File: config.mk
export PLATFORM = sky130hd
export DESIGN_NAME = rf_wb_arbiter
export DESIGN_NICKNAME = d
export VERILOG_FILES = /design/src/rtl/rf_wb_arbiter_pkg.sv /design/src/rtl/rf_wb_fifo.sv /design/src/rtl/rf_wb_arbiter.sv
export SDC_FILE = /design/constraint.sdc
export NUM_CORES = 1
export LEC_CHECK = 0
export ABC_AREA = 1
export CORE_MARGIN = 10
export CORE_UTILIZATION = 50
export DETAILED_ROUTE_END_ITERATION = 12
export HOLD_SLACK_MARGIN = 0.08
export PLACE_DENSITY = 0.8
export REMOVE_ABC_BUFFERS = 1
export SYNTH_ARGS = -nofsm -noshare
export SYNTH_HDL_FRONTEND = slang
export SYNTH_SLANG_ARGS = --single-unit
File: constraint.sdc
create_clock -name clk -period 1.7 [get_ports clk]
set_input_delay 0.255 -clock clk [delete_from_list [all_inputs] [get_ports clk]]
set_output_delay 0.255 -clock clk [all_outputs]
set_load 0.1 [all_outputs]
File: src/rtl/rf_wb_arbiter_pkg.sv
// Shared definitions for the register-file writeback arbiter.
//   - Front-end opcode constants (the NOP answers a stall_req bubble request)
//   - Starvation FSM state encoding
//   - Default register address / data widths
package rf_wb_arbiter_pkg;

  localparam logic [6:0] OP_NOP = 7'b0000000;
  localparam logic [6:0] OP_ALU = 7'b0110011;
  localparam logic [6:0] OP_LI  = 7'b1111111;

  localparam int unsigned DEF_AW = 5;
  localparam int unsigned DEF_DW = 32;

  typedef enum logic [1:0] {
    IDLE  = 2'd0,
    COUNT = 2'd1,
    STALL = 2'd2
  } starve_state_e;

endpackage

File: src/rtl/rf_wb_fifo.sv
// Synchronous DEPTH x W FIFO buffering multi-cycle unit results.
// Ports:
//   i_clk, i_rst_n   clock / asynchronous active-low reset (contents discarded)
//   i_push, i_wdata  write at tail (ignored while full)
//   i_pop            advance head (ignored while empty)
//   o_rdata          head entry (valid while !o_empty)
//   o_full, o_empty  occupancy flags
//   o_cnt            occupancy, 0..DEPTH
module rf_wb_fifo
  import rf_wb_arbiter_pkg::*;
#(
  parameter int unsigned DEPTH = 2,
  parameter int unsigned W     = DEF_AW + DEF_DW,
  localparam int unsigned PW   = $clog2(DEPTH),
  localparam int unsigned CW   = PW + 1
) (
  input  logic          i_clk,
  input  logic          i_rst_n,
  input  logic          i_push,
  input  logic [W-1:0]  i_wdata,
  input  logic          i_pop,
  output logic [W-1:0]  o_rdata,
  output logic          o_full,
  output logic          o_empty,
  output logic [CW-1:0] o_cnt
);

  logic [W-1:0]  r_mem [DEPTH];
  logic [PW-1:0] r_wptr;
  logic [PW-1:0] r_rptr;
  logic [CW-1:0] r_cnt;
  logic          w_push;
  logic          w_pop;

  assign o_full  = (r_cnt == CW'(DEPTH));
  assign o_empty = (r_cnt == '0);
  assign o_cnt   = r_cnt;
  assign o_rdata = r_mem[r_rptr];
  assign w_push  = i_push && !o_full;
  assign w_pop   = i_pop && !o_empty;

  // DEPTH is a power of two, so pointers wrap by natural overflow.
  always_ff @(posedge i_clk or negedge i_rst_n) begin
    if (!i_rst_n) begin
      for (int unsigned i = 0; i < DEPTH; i++) begin
        r_mem[i] <= '0;
      end
      r_wptr <= '0;
      r_rptr <= '0;
      r_cnt  <= '0;
    end else begin
      if (w_push) begin
        r_mem[r_wptr] <= i_wdata;
        r_wptr        <= r_wptr + 1'b1;
      end
      if (w_pop) begin
        r_rptr <= r_rptr + 1'b1;
      end
      case ({w_push, w_pop})
        2'b10:   r_cnt <= r_cnt + 1'b1;
        2'b01:   r_cnt <= r_cnt - 1'b1;
        default: r_cnt <= r_cnt;
      endcase
    end
  end

endmodule

File: src/rtl/rf_wb_arbiter.sv
// Arbitrates the single register-file write port between the non-stallable
// writeback pipeline and a multi-cycle result stream (valid/ready). Multi-cycle
// results are buffered in rf_wb_fifo and drained into pipeline bubbles; when
// the FIFO keeps losing arbitration, stall_req asks the front end for a NOP.
// Ports:
//   clk, rst_n                        clock / asynchronous active-low reset
//   pipe_vld, pipe_rd, pipe_data      pipeline write request (always wins)
//   mc_valid, mc_ready, mc_rd, mc_data multi-cycle result handshake
//   rf_wr_en, rf_wr_addr, rf_wr_data  registered RF write port (x0 never written)
//   stall_req                         registered one-cycle bubble request
//   fifo_cnt                          FIFO occupancy
// Optional (macro RF_WB_STATS_EN): stat_pipe_wr, stat_mc_wr, stat_stall
//   32-bit saturating event counters.
module rf_wb_arbiter
  import rf_wb_arbiter_pkg::*;
#(
  parameter int unsigned DEPTH      = 2,
  parameter int unsigned STARVE_MAX = 4,
  parameter int unsigned AW         = DEF_AW,
  parameter int unsigned DW         = DEF_DW,
  localparam int unsigned CW        = $clog2(DEPTH) + 1
) (
  input  logic          clk,
  input  logic          rst_n,
  input  logic          pipe_vld,
  input  logic [AW-1:0] pipe_rd,
  input  logic [DW-1:0] pipe_data,
  input  logic          mc_valid,
  output logic          mc_ready,
  input  logic [AW-1:0] mc_rd,
  input  logic [DW-1:0] mc_data,
  output logic          rf_wr_en,
  output logic [AW-1:0] rf_wr_addr,
  output logic [DW-1:0] rf_wr_data,
  output logic          stall_req,
  output logic [CW-1:0] fifo_cnt
`ifdef RF_WB_STATS_EN
  ,
  output logic [31:0]   stat_pipe_wr,
  output logic [31:0]   stat_mc_wr,
  output logic [31:0]   stat_stall
`endif
);

  localparam int unsigned SCW = $clog2(STARVE_MAX + 1);

  logic                 w_full;
  logic                 w_empty;
  logic                 w_push;
  logic                 w_pop;
  logic                 w_lost;
  logic [AW+DW-1:0]     w_head;
  logic [AW-1:0]        w_head_rd;
  logic [DW-1:0]        w_head_data;
  logic [SCW-1:0]       w_cnt_inc;

  starve_state_e        r_state;
  logic [SCW-1:0]       r_cnt;

  assign mc_ready = !w_full;
  assign w_push   = mc_valid && !w_full;
  assign w_pop    = !pipe_vld && !w_empty;
  assign w_lost   = pipe_vld && !w_empty;
  assign {w_head_rd, w_head_data} = w_head;

  rf_wb_fifo #(
    .DEPTH (DEPTH),
    .W     (AW + DW)
  ) u_fifo (
    .i_clk   (clk),
    .i_rst_n (rst_n),
    .i_push  (w_push),
    .i_wdata ({mc_rd, mc_data}),
    .i_pop   (w_pop),
    .o_rdata (w_head),
    .o_full  (w_full),
    .o_empty (w_empty),
    .o_cnt   (fifo_cnt)
  );

  // Winner's address/data are held when nobody writes; only the enable drops.
  always_ff @(posedge clk or negedge rst_n) begin
    if (!rst_n) begin
      rf_wr_en   <= 1'b0;
      rf_wr_addr <= '0;
      rf_wr_data <= '0;
    end else if (pipe_vld) begin
      rf_wr_en   <= (pipe_rd != '0);
      rf_wr_addr <= pipe_rd;
      rf_wr_data <= pipe_data;
    end else if (w_pop) begin
      rf_wr_en   <= (w_head_rd != '0);
      rf_wr_addr <= w_head_rd;
      rf_wr_data <= w_head_data;
    end else begin
      rf_wr_en   <= 1'b0;
    end
  end

  // Lost cycle count including this one; from IDLE/STALL a lost cycle is the first.
  assign w_cnt_inc = (r_state == COUNT) ? r_cnt + 1'b1 : SCW'(1);

  // Starvation FSM; stall_req is high exactly while in STALL. Leaving STALL
  // always passes through IDLE or COUNT so the pulse never stretches.
  always_ff @(posedge clk or negedge rst_n) begin
    if (!rst_n) begin
      r_state   <= IDLE;
      r_cnt     <= '0;
      stall_req <= 1'b0;
    end else begin
      case (r_state)
        IDLE, COUNT: begin
          if (!w_lost) begin
            r_state   <= IDLE;
            r_cnt     <= '0;
            stall_req <= 1'b0;
          end else if (w_cnt_inc >= SCW'(STARVE_MAX)) begin
            r_state   <= STALL;
            r_cnt     <= '0;
            stall_req <= 1'b1;
          end else begin
            r_state   <= COUNT;
            r_cnt     <= w_cnt_inc;
            stall_req <= 1'b0;
          end
        end
        STALL: begin
          r_state   <= w_lost ? COUNT : IDLE;
          r_cnt     <= w_lost ? SCW'(1) : '0;
          stall_req <= 1'b0;
        end
        default: begin
          r_state   <= IDLE;
          r_cnt     <= '0;
          stall_req <= 1'b0;
        end
      endcase
    end
  end

`ifdef RF_WB_STATS_EN
  logic w_pipe_wr;
  logic w_mc_wr;
  logic w_stall_set;

  assign w_pipe_wr   = pipe_vld && (pipe_rd != '0);
  assign w_mc_wr     = w_pop && (w_head_rd != '0);
  assign w_stall_set = w_lost && (r_state != STALL) && (w_cnt_inc >= SCW'(STARVE_MAX));

  always_ff @(posedge clk or negedge rst_n) begin
    if (!rst_n) begin
      stat_pipe_wr <= '0;
      stat_mc_wr   <= '0;
      stat_stall   <= '0;
    end else begin
      if (w_pipe_wr && (stat_pipe_wr != '1)) stat_pipe_wr <= stat_pipe_wr + 1'b1;
      if (w_mc_wr && (stat_mc_wr != '1))     stat_mc_wr   <= stat_mc_wr + 1'b1;
      if (w_stall_set && (stat_stall != '1)) stat_stall   <= stat_stall + 1'b1;
    end
  end
`endif

endmodule
# After elaboration in Yosys (flattened, before gate mapping)
# Index checks and enable logic that the tools add are counted.
dict set report word_totals {
  ff_bits 122
  latch_bits 0
  ram_bits 0
  romBits 0
  in_bits 78
  output_inout_bits 42
  word_cells 68
  mem_count 0
}
dict set report classes {
  n_addsub 5
  mul 0
  n_div 0
  n_lt_le_gt_ge 4
  eq_ne 5
  shifts 0
  muxes 25
  n_bitwise 2
  n_reduce_logical 16
}
# cell count
set ops {}
lappend ops {{37-bit two-way mux} 4}
lappend ops {{74-bit bitwise mux} 1}
lappend ops {{32-bit two-way mux} 2}
lappend ops {{37-bit demux with 1-bit select} 1}
lappend ops {{5-bit two-way mux} 2}
lappend ops {{5-bit nonzero test} 2}
lappend ops {{3-bit two-way mux} 3}
lappend ops {{2-bit one-hot mux with 2 select lines} 2}
lappend ops {{1-bit two-way mux} 7}
lappend ops {{2-bit equality test (second input constant)} 3}
lappend ops {{1-bit logical AND} 6}
lappend ops {{3-bit one-hot mux with 2 select lines} 1}
lappend ops {{2-bit by 1-bit equality test with 1-bit output (second input constant)} 2}
lappend ops {{2-bit >= comparator (second input constant)} 2}
lappend ops {{2-bit zero test} 2}
lappend ops {{2-bit two-way mux} 2}
lappend ops {{1-bit inverter with 2-bit output} 2}
lappend ops {{2-bit nonzero test} 2}
lappend ops {{3-bit by 1-bit adder with 3-bit output (second input constant)} 1}
lappend ops {{3-bit >= comparator (second input constant)} 1}
lappend ops {{1-bit zero test} 3}
lappend ops {{1-bit adder (second input constant)} 2}
lappend ops {{2-bit by 1-bit adder with 2-bit output (second input constant)} 1}
lappend ops {{2-bit by 1-bit less-than comparator with 1-bit output (second input constant)} 1}
lappend ops {{other kinds (2)} 2}

# Longest topological paths before layout
dict set report logic_depth {
  ltp_word 7
  ltp_mapped 8
}

# Hierarchy
# Synthesis repeated with hierarchy kept, for this count alone.
dict set report hier_totals {
  hier_cells 722
  hier_area_um2 5730.5
}
# module instances cells_per_inst area_each_um2 seq_area_each_um2
set by_module_without_submodules {}
lappend by_module_without_submodules {rf_wb_fifo 1 479 3769.9 1951.9}
lappend by_module_without_submodules {rf_wb_arbiter 1 243 1960.6 1101.1}

# Least setup slack after synthesis
# OpenSTA, ideal clock, no wires.
dict set report synth_timing {
  path_type {register to register}
  from {register u_fifo.r_cnt[0] (netlist: u_fifo.o_cnt[0])}
  to {register u_fifo.r_cnt[1] (netlist: u_fifo.o_cnt[1])}
  setup_time_ns 0.160
  t_arrival_ns 2.327
  path_slack_ns -0.787
  stages_incl_launch_ff 8
  n_path_buf 0
  period_less_slack_ns 2.487
  cell_sequence {dfrtp_1 inv_1 nand2_2 nand2_1 ha_1 a21oi_1 nand2_1 xnor2_1}
}
dict set report synth_between {
  elab_chain_len 6
}
# element line_no
set synth_rtl {}
lappend synth_rtl {{start, declared} rf_wb_fifo.sv:31} ;# logic [CW-1:0] r_cnt;
lappend synth_rtl {{start signal, assigned} rf_wb_fifo.sv:60} ;# 2'b10: r_cnt <= r_cnt + 1'b1;
lappend synth_rtl {{start signal, assigned} rf_wb_fifo.sv:61} ;# 2'b01: r_cnt <= r_cnt - 1'b1;
lappend synth_rtl {{start signal, assigned} rf_wb_fifo.sv:62} ;# default: r_cnt <= r_cnt;
lappend synth_rtl {{2-bit equality test *} rf_wb_fifo.sv:35} ;# assign o_full = (r_cnt == CW'(DEPTH));
lappend synth_rtl {{1-bit zero test *} n/a}
lappend synth_rtl {{via mc_ready} rf_wb_arbiter.sv:29} ;# output logic mc_ready,
lappend synth_rtl {{1-bit logical AND} rf_wb_arbiter.sv:61} ;# assign w_push = mc_valid && !w_full;
lappend synth_rtl {{1-bit logical AND *} rf_wb_fifo.sv:39} ;# assign w_push = i_push && !o_full;
lappend synth_rtl {{2-bit by 1-bit equality test with 1-bit output / 2-bit equality test (equally long branches)} rf_wb_fifo.sv:59} ;# case ({w_push, w_pop})
lappend synth_rtl {{2-bit one-hot mux with 2 select lines / 2-bit nonzero test (equally long branches)} n/a}
# The timed path passes the listed nets; every way through them passes the cells marked *.
# A chain may end at the register's enable or synchronous reset.

# Worst setup path in the final report
dict set report layout_timing {
  from {register u_fifo.r_cnt[1] (netlist: u_fifo.o_cnt[1])}
  to {output port mc_ready}
}
dict set report layout_between {
  elab_chain_len 2
}
# element line_no
set layout_rtl {}
lappend layout_rtl {{2-bit equality test} rf_wb_fifo.sv:35}
lappend layout_rtl {{1-bit zero test} rf_wb_arbiter.sv:60} ;# assign mc_ready = !w_full;
lappend layout_rtl {{end, declared} rf_wb_arbiter.sv:29}
# No other way between the ends.

==> flow_metrics.py <==
metrics = {
    "clock_tree": {
        "cts_made_buffers": 17,
        "clock_latency_ns": 0.52,
        "clk_transition_reported_paths_ns": 0.06,
        "cts_tree": "yes",
        "clock_sinks": 122,
        "clock_tree.buffer_depth": 2,
        "htree_levels": 4,
        "root_buffer": "sky130_fd_sc_hd__clkbuf_8",
    },
    "sta": {
        "setup_viol": 0,
        "clock_skew_after_layout_ns": 0.00640,
        "grt_setup_unrepaired": "false",
        "final_max_slew_viol_count": 0,
        "min_period_over_period_pct": 94.6,
        "fmax_ghz": 0.622,
        "post-route-min-period_ns": 1.61,
        "timing_hold_violations_final": 0,
        "worst_pin_slew_ns": 0.554,
        "relSlewSlack_pct": 63.0,
    },
    "layout": {
        "finalCoreUtilization_pct": 75.2,
        "antenna_cells": 0,
        "flow.area_growth_from_synthesis_pct": 46.3,
        "final_layout_size_suffix_gt1_share_pct": 15.2,
        "layout.cells.non_filler": 877,
        "layout.nets": 808,
    },
    "pwr": {
        "power_frac_clock_pct": 21.9,
        "combPwrFrac_pct": 49.1,
        "share_seq_of_total_power_pct": 29.1,
        "worst_case_vdd_ir_drop_v": 0.00129,
        "power_per_cell_area_nw_per_um2": 2330,
        "power.share.switching_pct": 44.3,
        "net-switching-power_mw": 7.99,
        "internal_power_mw": 10.1,
        "cellLeakagePower_nw": 3.72,
    },
    "die": {
        "io-pin-count": 120,
        "design.die.area_um2": 15100,
        "core_region_area_um2": 10300,
        "dieWidth_um": 123,
        "initial_util_pct": 51.4,
        "die_h_um": 123,
        "placement_rows": 37,
    },
    "routing": {
        "route.vias.total": 4615,
        "detail_route.drc_violations": 0,
        "drt_pass1_iterations": 5,
        "postRouteAntennaNets": 0,
        "detail_route.iter0.violations": 301,
        "avgRoutedWirePerCell_um": 16.9,
        "routed_wirelength_mm": 14.9,
        "vias_per_cell": 5.26,
    },
    "job": {
        "number_of_max_capacitance_violations_reported": 0,
    },
    "synthesis": {
        "synth-simple-area-share_pct": 22.3,
        "postSynthCellCount": 608,
        "synth_top_family_by_area": "simple AND/OR/NAND/NOR gates",
        "synth-xor-area-share_pct": 0.495,
        "synth.yosys.seq_area_share_pct": 57.5,
        "yosys-mux-area-fraction_pct": 0,
        "synth_compound_area_share_pct": 11.7,
        "synth-adder-area-share_pct": 0.471,
        "post_synth_instance_area_um2": 5310,
        "yosys_warnings": 0,
        "netlist-cell-type-count": 23,
        "postSynthRegisterBits": 122,
        "syn-mean-instance-area_um2": 8.73,
    },
    "grt": {
        "grt_antenna_before_repair": 1,
        "grt_pass1_wl_mm": 24.2,
        "vias_in_the_first_global_route": 4914,
        "grt-ovfl-total": 0,
        "maximum_number_of_pins_on_one_net_before_global_route_repair": 75,
        "grt.total_usage_pct": 20.2,
    },
    "placed_design": {
        "gp_congestion": 0.811,
        "port_buffers": 119,
        "cell_total_after_placement": 844,
        "hpwl_mm": 9.62,
    },
    "worst_setup_path": {
        "timing.critical_path.from": "u_fifo.o_cnt[1]$_DFFE_PN0P_",
        "crit_fanout": 4,
        "worstPathCellList": "nand2_2 > buf_12",
        "slowest_stage": "sky130_fd_sc_hd__dfrtp_1",
        "worstReg2RegStart": "u_fifo.o_cnt[1]$_DFFE_PN0P_",
        "crit_arrival_ns": 1.35,
        "required_ns": 1.44,
        "critical_path_max_stage_delay_ns": 0.49,
        "setup.worst_path.end_class": "output pin",
        "cp-start-kind": "flip-flop",
        "reg2reg_path_depth": 6,
        "critical_path_class": "flip-flop to output pin",
    },
    "hold_path": {
        "holdCritPathClass": "primary input to async pin",
    },
    "run_status": {
        "run_status": "completed",
    },
}
## area by class of cell
type,count,area (um2)
inverters,47,179
repair buffers,136,1840
fillers,697,2560
well taps,136,170
multi-input cells,404,1870
clock buffers,21,469
clock inverters,11,189
flip-flops and latches,122,3050
## sequential cells by signal, indices dropped and copies added (netlist names)
name,flops
u_fifo.r_mem,74
rf_wr_data,32
rf_wr_addr,5
r_cnt,3
r_state,2
u_fifo.o_cnt,2
rf_wr_en,1
stall_req,1
u_fifo.r_rptr,1
u_fifo.r_wptr,1
## worst paths after layout
kind,slack [ns],to
setup / recovery,0.09,mc_ready
hold / removal,0.27,rf_wr_addr[4]$_DFFE_PN0P_
setup reg to reg,0.16,u_fifo.o_cnt[1]$_DFFE_PN0P_
hold reg to reg,0.48,u_fifo.r_mem[2]$_DFFE_PN0P_
max in group asynchronous,0.86,u_fifo.r_mem[22]$_DFFE_PN0P_
min in group clk,0.29,u_fifo.r_mem[28]$_DFFE_PN0P_
## synth_stat cells
master                     count  area share [%]
sky130_fd_sc_hd__nand2_1     221              16
sky130_fd_sc_hd__dfrtp_1     122              57
sky130_fd_sc_hd__o21ai_1      50             4.7
sky130_fd_sc_hd__inv_1        45             3.2
sky130_fd_sc_hd__nand3_1      38             3.6
sky130_fd_sc_hd__o211ai_1     32             4.5
sky130_fd_sc_hd__o21ai_0      24             2.3
sky130_fd_sc_hd__or2_2        15             1.8
sky130_fd_sc_hd__nor2_1       13            0.92
sky130_fd_sc_hd__buf_2        11             1.0
sky130_fd_sc_hd__clkbuf_1      9            0.64
sky130_fd_sc_hd__buf_4         8             1.1
sky130_fd_sc_hd__buf_6         6             1.3
sky130_fd_sc_hd__a21oi_1       2            0.19
sky130_fd_sc_hd__ha_1          2            0.47
sky130_fd_sc_hd__nand2_2       2            0.24
sky130_fd_sc_hd__xnor2_1       2            0.33
sky130_fd_sc_hd__buf_1         1           0.071
sky130_fd_sc_hd__conb_1        1           0.071
sky130_fd_sc_hd__inv_2         1           0.071
sky130_fd_sc_hd__inv_4         1            0.12
sky130_fd_sc_hd__nand3b_1      1            0.14
sky130_fd_sc_hd__xor2_1        1            0.16
## placed cells by master (no fill, tap or decap), types with 3 or more instances in the layout
cell type                         Yosys  layout
sky130_fd_sc_hd__buf_12               0      50
sky130_fd_sc_hd__nand3_1             38      37
sky130_fd_sc_hd__dfrtp_1            122     122
sky130_fd_sc_hd__clkbuf_16            0      16
sky130_fd_sc_hd__o21ai_0             24      24
sky130_fd_sc_hd__clkinv_2             0       3
sky130_fd_sc_hd__o21ai_1             50      50
sky130_fd_sc_hd__inv_1               45      45
sky130_fd_sc_hd__nor2_1              13      11
sky130_fd_sc_hd__clkbuf_8             0       5
sky130_fd_sc_hd__nand2_1            221     221
sky130_fd_sc_hd__bufinv_16            0       5
sky130_fd_sc_hd__buf_4                8       9
sky130_fd_sc_hd__or2_2               15      15
sky130_fd_sc_hd__o211ai_1            32      32
sky130_fd_sc_hd__clkdlybuf4s50_1      0      76
## cells by family after synthesis
logic type / Yosys count
AOI/OAI and AO/OA: 108
xor gates and xnor gates: 3
adders and majority gates: 2
buffers and inverters: 82
DFF: 122
other: 1
and+or+nand+nor: 290
## routing by layer
| layer | routed length [um] | up-vias | track usage [%] |
|---|---|---|---|
| li1 | - | 2188 | - |
| met1 | 6140 | 2252 | 23.7 |
| met2 | 7450 | 164 | 34.6 |
| met3 | 1160 | 11 | 6.47 |
| met4 | 114 | 0 | 6.55 |
| met5 | 0 | - | 0 |
## power groups by stage
stage | Combinational (mW) | Clock [mW] | Sequential, mW
2_1_floorplan | 2.37 | 0 | 8.07
3_3_place_gp | 8.62 | 0 | 5.15
3_5_place_dp | 8.82 | 0 | 5.22
4_1_cts | 8.92 | 3.99 | 5.22
5_1_grt | 9.42 | 4.13 | 5.37
6_report | 8.86 | 3.95 | 5.25
## worst max-delay path, delay by kind of cell (launching register included)
family / cells / cell delay, ns
DFF: 1 / 0.49
and+or+nand+nor: 1 / 0.15
buffers and inverters: 1 / 0.19
## repair_timing
action / in CTS / in global routing
setup buffers: 0 / 0
resized for setup: 0 / 1
setup endpoints to repair: 0 / 1
hold buffers: 1 / 0
hold endpoints to repair: 33 / 0
## metrics by stage
step	hold WS, ns	area [um2]	TNS, ns	power (mW)	setup slack (ns)
final	0.266	7770	0	18.1	0.0923
after global routing	0.291	7770	0	18.9	0.0491
after CTS	0.264	7760	0	18.1	0.100
after detailed placement	0.272	7100	0	14.0	0.0787
after global placement	0.257	7100	0	13.8	0.105
after floorplan	-0.0406	5090	-149.63	10.4	-1.85
(Power assumes the default switching activity.)
==> variant 1 (config.mk and constraints unchanged) <==
Encoding of `starve_state_e`: now one-hot (3 bits for 3 states).
--- a/src/rtl/rf_wb_arbiter_pkg.sv
+++ b/src/rtl/rf_wb_arbiter_pkg.sv
@@ -11,10 +11,10 @@
   localparam int unsigned DEF_AW = 5;
   localparam int unsigned DEF_DW = 32;
 
-  typedef enum logic [1:0] {
-    IDLE  = 2'd0,
-    COUNT = 2'd1,
-    STALL = 2'd2
+  typedef enum logic [2:0] {
+    IDLE  = 3'b001,
+    COUNT = 3'b010,
+    STALL = 3'b100
   } starve_state_e;
 
 endpackage
Function: no difference found for any inputs over 4 cycles, from zero or initial values and one cycle with rst_n low; so few cycles prove little.
==> variant 1 against the unedited design <==
  * Power decreased by 0.31%
  * Synthesized cell count grew 3.0%
  * Synthesized area grew 2.5%
  * Sequential cell count did not move
  * Routed wire length shrank 2.4%
  * Maximum frequency up 0.46%
  * Final area rose by 1.4%
  * Sequential power is 2% higher
  * Cell count increased by 2.9%
  * Core utilization decreased by 2.0 points
  * Setup slack better by 0.0073 ns
  * Critical path depth increased by 1
  * Worst hold slack improved by 0.030 ns
  * Critical path type unchanged
  * Critical endpoint unchanged
==> variant 1: results <==
metrics = {
    "detailed_routing": {
        "avgViaCountPerCell": 5.21,
        "wl_met3_um": 822,
        "drt_first_iter_violations": 435,
        "drt_wl_total_mm": 14.5,
        "dr_wl_met2_mm": 7.35,
        "num_vias": 4702,
    },
    "synth": {
        "synthTopCellsByArea": "dfrtp_1, nand2_1, inv_1",
        "avgSynthCellArea_um2": 8.69,
        "synth_commonest_cells": "nand2_1, dfrtp_1, inv_1",
        "ys_types": 27,
        "yosysSeqAreaShare_pct": 56.1,
    },
    "finish": {
        "fillers": 753,
        "final_layout_size_suffix_gt1_share_pct": 15.9,
    },
    "global_route": {
        "grt_pass1_wl_mm": 24.7,
        "antenna_found_initial": 0,
        "grt_pass1_vias": 4936,
        "grt_max_degree": 64,
    },
    "setup_path": {
        "max_stage_delay_ns": 0.46,
        "timing.rr.start": "u_fifo.o_cnt[0]$_DFFE_PN0P_",
        "reg2reg_depth": 7,
        "crit_fanout": 6,
    },
    "pwr": {
        "leakage_uw": 0.00379,
        "p_int_uw": 9790,
    },
    "timing": {
        "holdWs_ns": 0.296,
        "fin_worst_skew_ns": 0.00846,
    },
    "placement": {
        "gp_congestion": 0.815,
        "dpl_cell_area_um2": 7270,
        "dp_cells": 868,
        "hpwlAfterDp_mm": 10.0,
        "post-place-ws_ns": 0.0246,
    },
    "worst_hold_path": {
        "hp-class": "primary input to async pin",
    },
    "status": {
        "outcome": "finished, final reports clean",
    },
}
[variant 1: changes by cell type after synthesis, moves of 15 or more]
cell,change
inv_1,+37
a21oi_1,+35
o21ai_0,+28
nor2_1,+15
nand3_1,-16
nand2_1,-54
or2_2,-15
o21ai_2,+20
o21ai_1,-40
[variant 1: worst max path at each step]
stage | cells after the start | to | from | slack [ns]
5_1_grt | 7 | u_fifo.o_cnt[1]$_DFFE_PN0P_ | u_fifo.o_cnt[0]$_DFFE_PN0P_ | 0.01
3_5_place_dp | 6 | u_fifo.o_cnt[1]$_DFFE_PN0P_ | mc_valid | 0.02
3_3_place_gp | 6 | u_fifo.o_cnt[1]$_DFFE_PN0P_ | mc_valid | 0.05
2_1_floorplan | 6 | rf_wr_data[0]$_DFFE_PN0P_ | u_fifo.o_cnt[1]$_DFFE_PN0P_ | -1.64
6_report | 3 | mc_ready | u_fifo.o_cnt[0]$_DFFE_PN0P_ | 0.1
4_1_cts | 3 | mc_ready | u_fifo.o_cnt[0]$_DFFE_PN0P_ | 0.08
[variant 1: what timing repair did]
action | CTS | global route
hold buffers | 2 | 0
endpoints found under the setup margin | 0 | 0
endpoints found under the hold margin | 122 | 0
[variant 1: routing by layer]
layer / up-vias / global-route usage (%)
li1: 2260 / -
met1: 2277 / 23.1
met2: 154 / 32.0
met3: 11 / 5.87
met4: 0 / 4.18
met5: - / 0
[variant 1: cell families after synthesis]
| family | Yosys count | synth area share [%] |
|---|---|---|
| AO/OA/AOI/OAI | 154 | 17.2 |
| XOR/XNOR | 3 | 0.483 |
| adder cells (fa/ha/maj) | 2 | 0.460 |
| buffers and inverters | 120 | 9.36 |
| flip-flops | 122 | 56.1 |
| other | 1 | 0.0689 |
| AND/OR/NAND/NOR | 224 | 16.3 |
[variant 1: critical path: cells and delay by family (launching register included)]
| kind | cells | cell delay, ns |
|---|---|---|
| flops | 1 | 0.46 |
| buf+inv | 2 | 0.26 |
| simple gates | 1 | 0.12 |
[variant 1: layout make-up]
type                       count  area (um2)  area share [%]
sequential                   122        3060            38.8
multi-input combinational    384        1890            24.0
timing repair buffer         140        1850            23.5
clock buffer                  21         439            5.58
inverter                      84         315            4.00
tap                          140         175            2.22
clock inverter                11         146            1.86
[variant 1: power groups by stage]
| stage | logic, uW | clock network, uW | registers [uW] |
|---|---|---|---|
| 2_1_floorplan | 2440 | 0 | 8290 |
| 3_3_place_gp | 8890 | 0 | 5250 |
| 3_5_place_dp | 9140 | 0 | 5340 |
| 4_1_cts | 9220 | 3570 | 5320 |
| 5_1_grt | 9760 | 3710 | 5500 |
| 6_report | 9140 | 3530 | 5340 |
==> variant 2 (config.mk and constraints unchanged) <==
Without the edit above. Add a define of `RF_WB_STATS_EN`.
--- a/src/rtl/rf_wb_arbiter.sv
+++ b/src/rtl/rf_wb_arbiter.sv
@@ -11,6 +11,8 @@
 //   fifo_cnt                          FIFO occupancy
 // Optional (macro RF_WB_STATS_EN): stat_pipe_wr, stat_mc_wr, stat_stall
 //   32-bit saturating event counters.
+`define RF_WB_STATS_EN
+
 module rf_wb_arbiter
   import rf_wb_arbiter_pkg::*;
 #(
Check against the original RTL (old outputs only; new: stat_mc_wr, stat_pipe_wr and stat_stall): equivalent (equiv_simple and equiv_induct, registers matched by name and starting in step).
==> variant 2 against the unedited design <==
  * Count of clock-buffer cells in the layout is 6 higher
  * Global-route usage grew 3.5 points
  * Power increased by 42%
  * Worst hold slack got worse by 0.017 ns
  * Synthesized area increased by 120%
  * Cell count rose to 2.5 times the old value
  * Setup slack got worse by 0.044 ns
  * Final area up 120%
  * Routed wire length up 150%
  * Sequential cell count increased by 96
  * Critical endpoint is now stat_pipe_wr[19]$_DFFE_PN0P_
  * Highest routed layer unchanged
==> variant 2: results <==
metrics = {
    "status": {
        "outcome": "finished, final reports clean",
    },
    "timing": {
        "fin_worst_skew_ns": 0.0211,
    },
    "cts": {
        "cts-root-buf": "clkbuf_16",
        "clk_path_buf_depth": 3,
        "cts_buffers": 25,
        "clkLatencyLatePin_ns": 0.54,
        "htree_levels": 1,
    },
    "synth": {
        "synthTopCellsByArea": "dfrtp_1, nand2_1, nor2_1",
        "ys_types": 37,
        "synth_commonest_cells": "nand2_1, dfrtp_1, nor2_1",
        "avgSynthCellArea_um2": 7.34,
        "synthArstFlopShare_pct": 100,
        "yosysSeqAreaShare_pct": 46.9,
        "synth-main-ff-cell": "dfrtp_1",
    },
    "pwr": {
        "leakage_uw": 0.00816,
        "ir_drop_mv": 1.40,
    },
    "setup_path": {
        "crit_arrival_ns": 2.06,
        "reg2reg_depth": 9,
        "crit_family": "simple AND/OR/NAND/NOR gates",
        "ff2ff_setup_slack_ns": 0.05,
        "crit_fanout": 13,
        "crit_slowest_cell": "dfrtp_1",
        "max_stage_delay_ns": 0.38,
    },
    "detailed_routing": {
        "wl_met1_mm": 14.4,
        "dr_wl_met2_mm": 18.1,
        "avgViaCountPerCell": 5.27,
        "wl_met3_mm": 3.20,
        "drt_first_iter_violations": 1141,
        "drt_wl_total_mm": 36.7,
    },
    "placement": {
        "dpl_cell_area_um2": 16200,
        "hpwlAfterDp_mm": 26.0,
        "port_buffers": 215,
        "gp_congestion": 0.955,
    },
    "finish": {
        "fillers": 1556,
        "nets": 1980,
        "final_layout_size_suffix_gt1_share_pct": 20.0,
        "postLayoutCoreUtil_pct": 76.2,
        "final_cells": 2232,
        "regMostFlops": "u_fifo.r_mem",
    },
    "global_route": {
        "use_met3_pct": 5.80,
        "grt_util_met1_pct": 29.0,
        "grt_use_total_pct": 23.7,
        "met2_usage_pct": 40.3,
        "grt_pass1_wl_mm": 59.9,
        "grt_pass1_vias": 11800,
        "grt_max_degree": 76,
        "antenna_found_initial": 4,
    },
    "worst_hold_path": {
        "hp-class": "primary input to async pin",
    },
}
==> variant 2: area by class of cell <==
class | count | share of cell area [%]
Sequential cell | 218 | 31.5
Timing Repair Buffer | 338 | 27.2
Tap cell | 313 | 2.25
Antenna cell | 4 | 0.0576
Clock buffer | 27 | 3.76
Multi-Input combinational cell | 1211 | 31.7
Clock inverter | 18 | 1.31
Inverter | 103 | 2.27
==> variant 2: final timing paths <==
path	startpoint	to
max	stat_pipe_wr[0]$_DFFE_PN0P_	stat_pipe_wr[19]$_DFFE_PN0P_
max reg2reg	stat_pipe_wr[0]$_DFFE_PN0P_	stat_pipe_wr[19]$_DFFE_PN0P_
min in group clk	pipe_vld	r_cnt[1]$_DFF_PN0_
max in group asynchronous	rst_n	u_fifo.r_mem[70]$_DFFE_PN0P_
min reg2reg	r_cnt[0]$_DFF_PN0_	r_cnt[0]$_DFF_PN0_
min	rst_n	stat_mc_wr[25]$_DFFE_PN0P_
==> variant 2: timing repair <==
item / in CTS / in global routing
hold buffers: 1 / 0
gates cloned: 0 / 3
gates resized for setup: 3 / 39
hold endpoints to repair: 210 / 0
setup buffers: 0 / 5
endpoints found under the setup margin: 5 / 101
pin swaps: 0 / 5
==> variant 2: cell families after synthesis <==
logic type      share of synthesized area (%)
compound gates                           7.06
xor+xnor                                 3.45
fa+ha+maj                               0.538
buf+inv                                  6.48
flops                                    46.9
other cells                            0.0322
simple gates                             35.5
==> variant 2: per-stage QoR <==
stage                     setup slack [ns]  hold slack, ns
after floorplan                      -1.59         -0.0406
after global placement              0.0303           0.209
after detailed placement           -0.0662           0.208
after CTS                          0.00231           0.224
after global routing               -0.0373           0.269
final                               0.0487           0.249
==> variant 2: power breakdown <==
part | internal (uW) | switching (uW)
Combinational | 4300 | 7840
Sequential | 6650 | 1140
Clock | 3540 | 2250
Total | 14500 | 11200
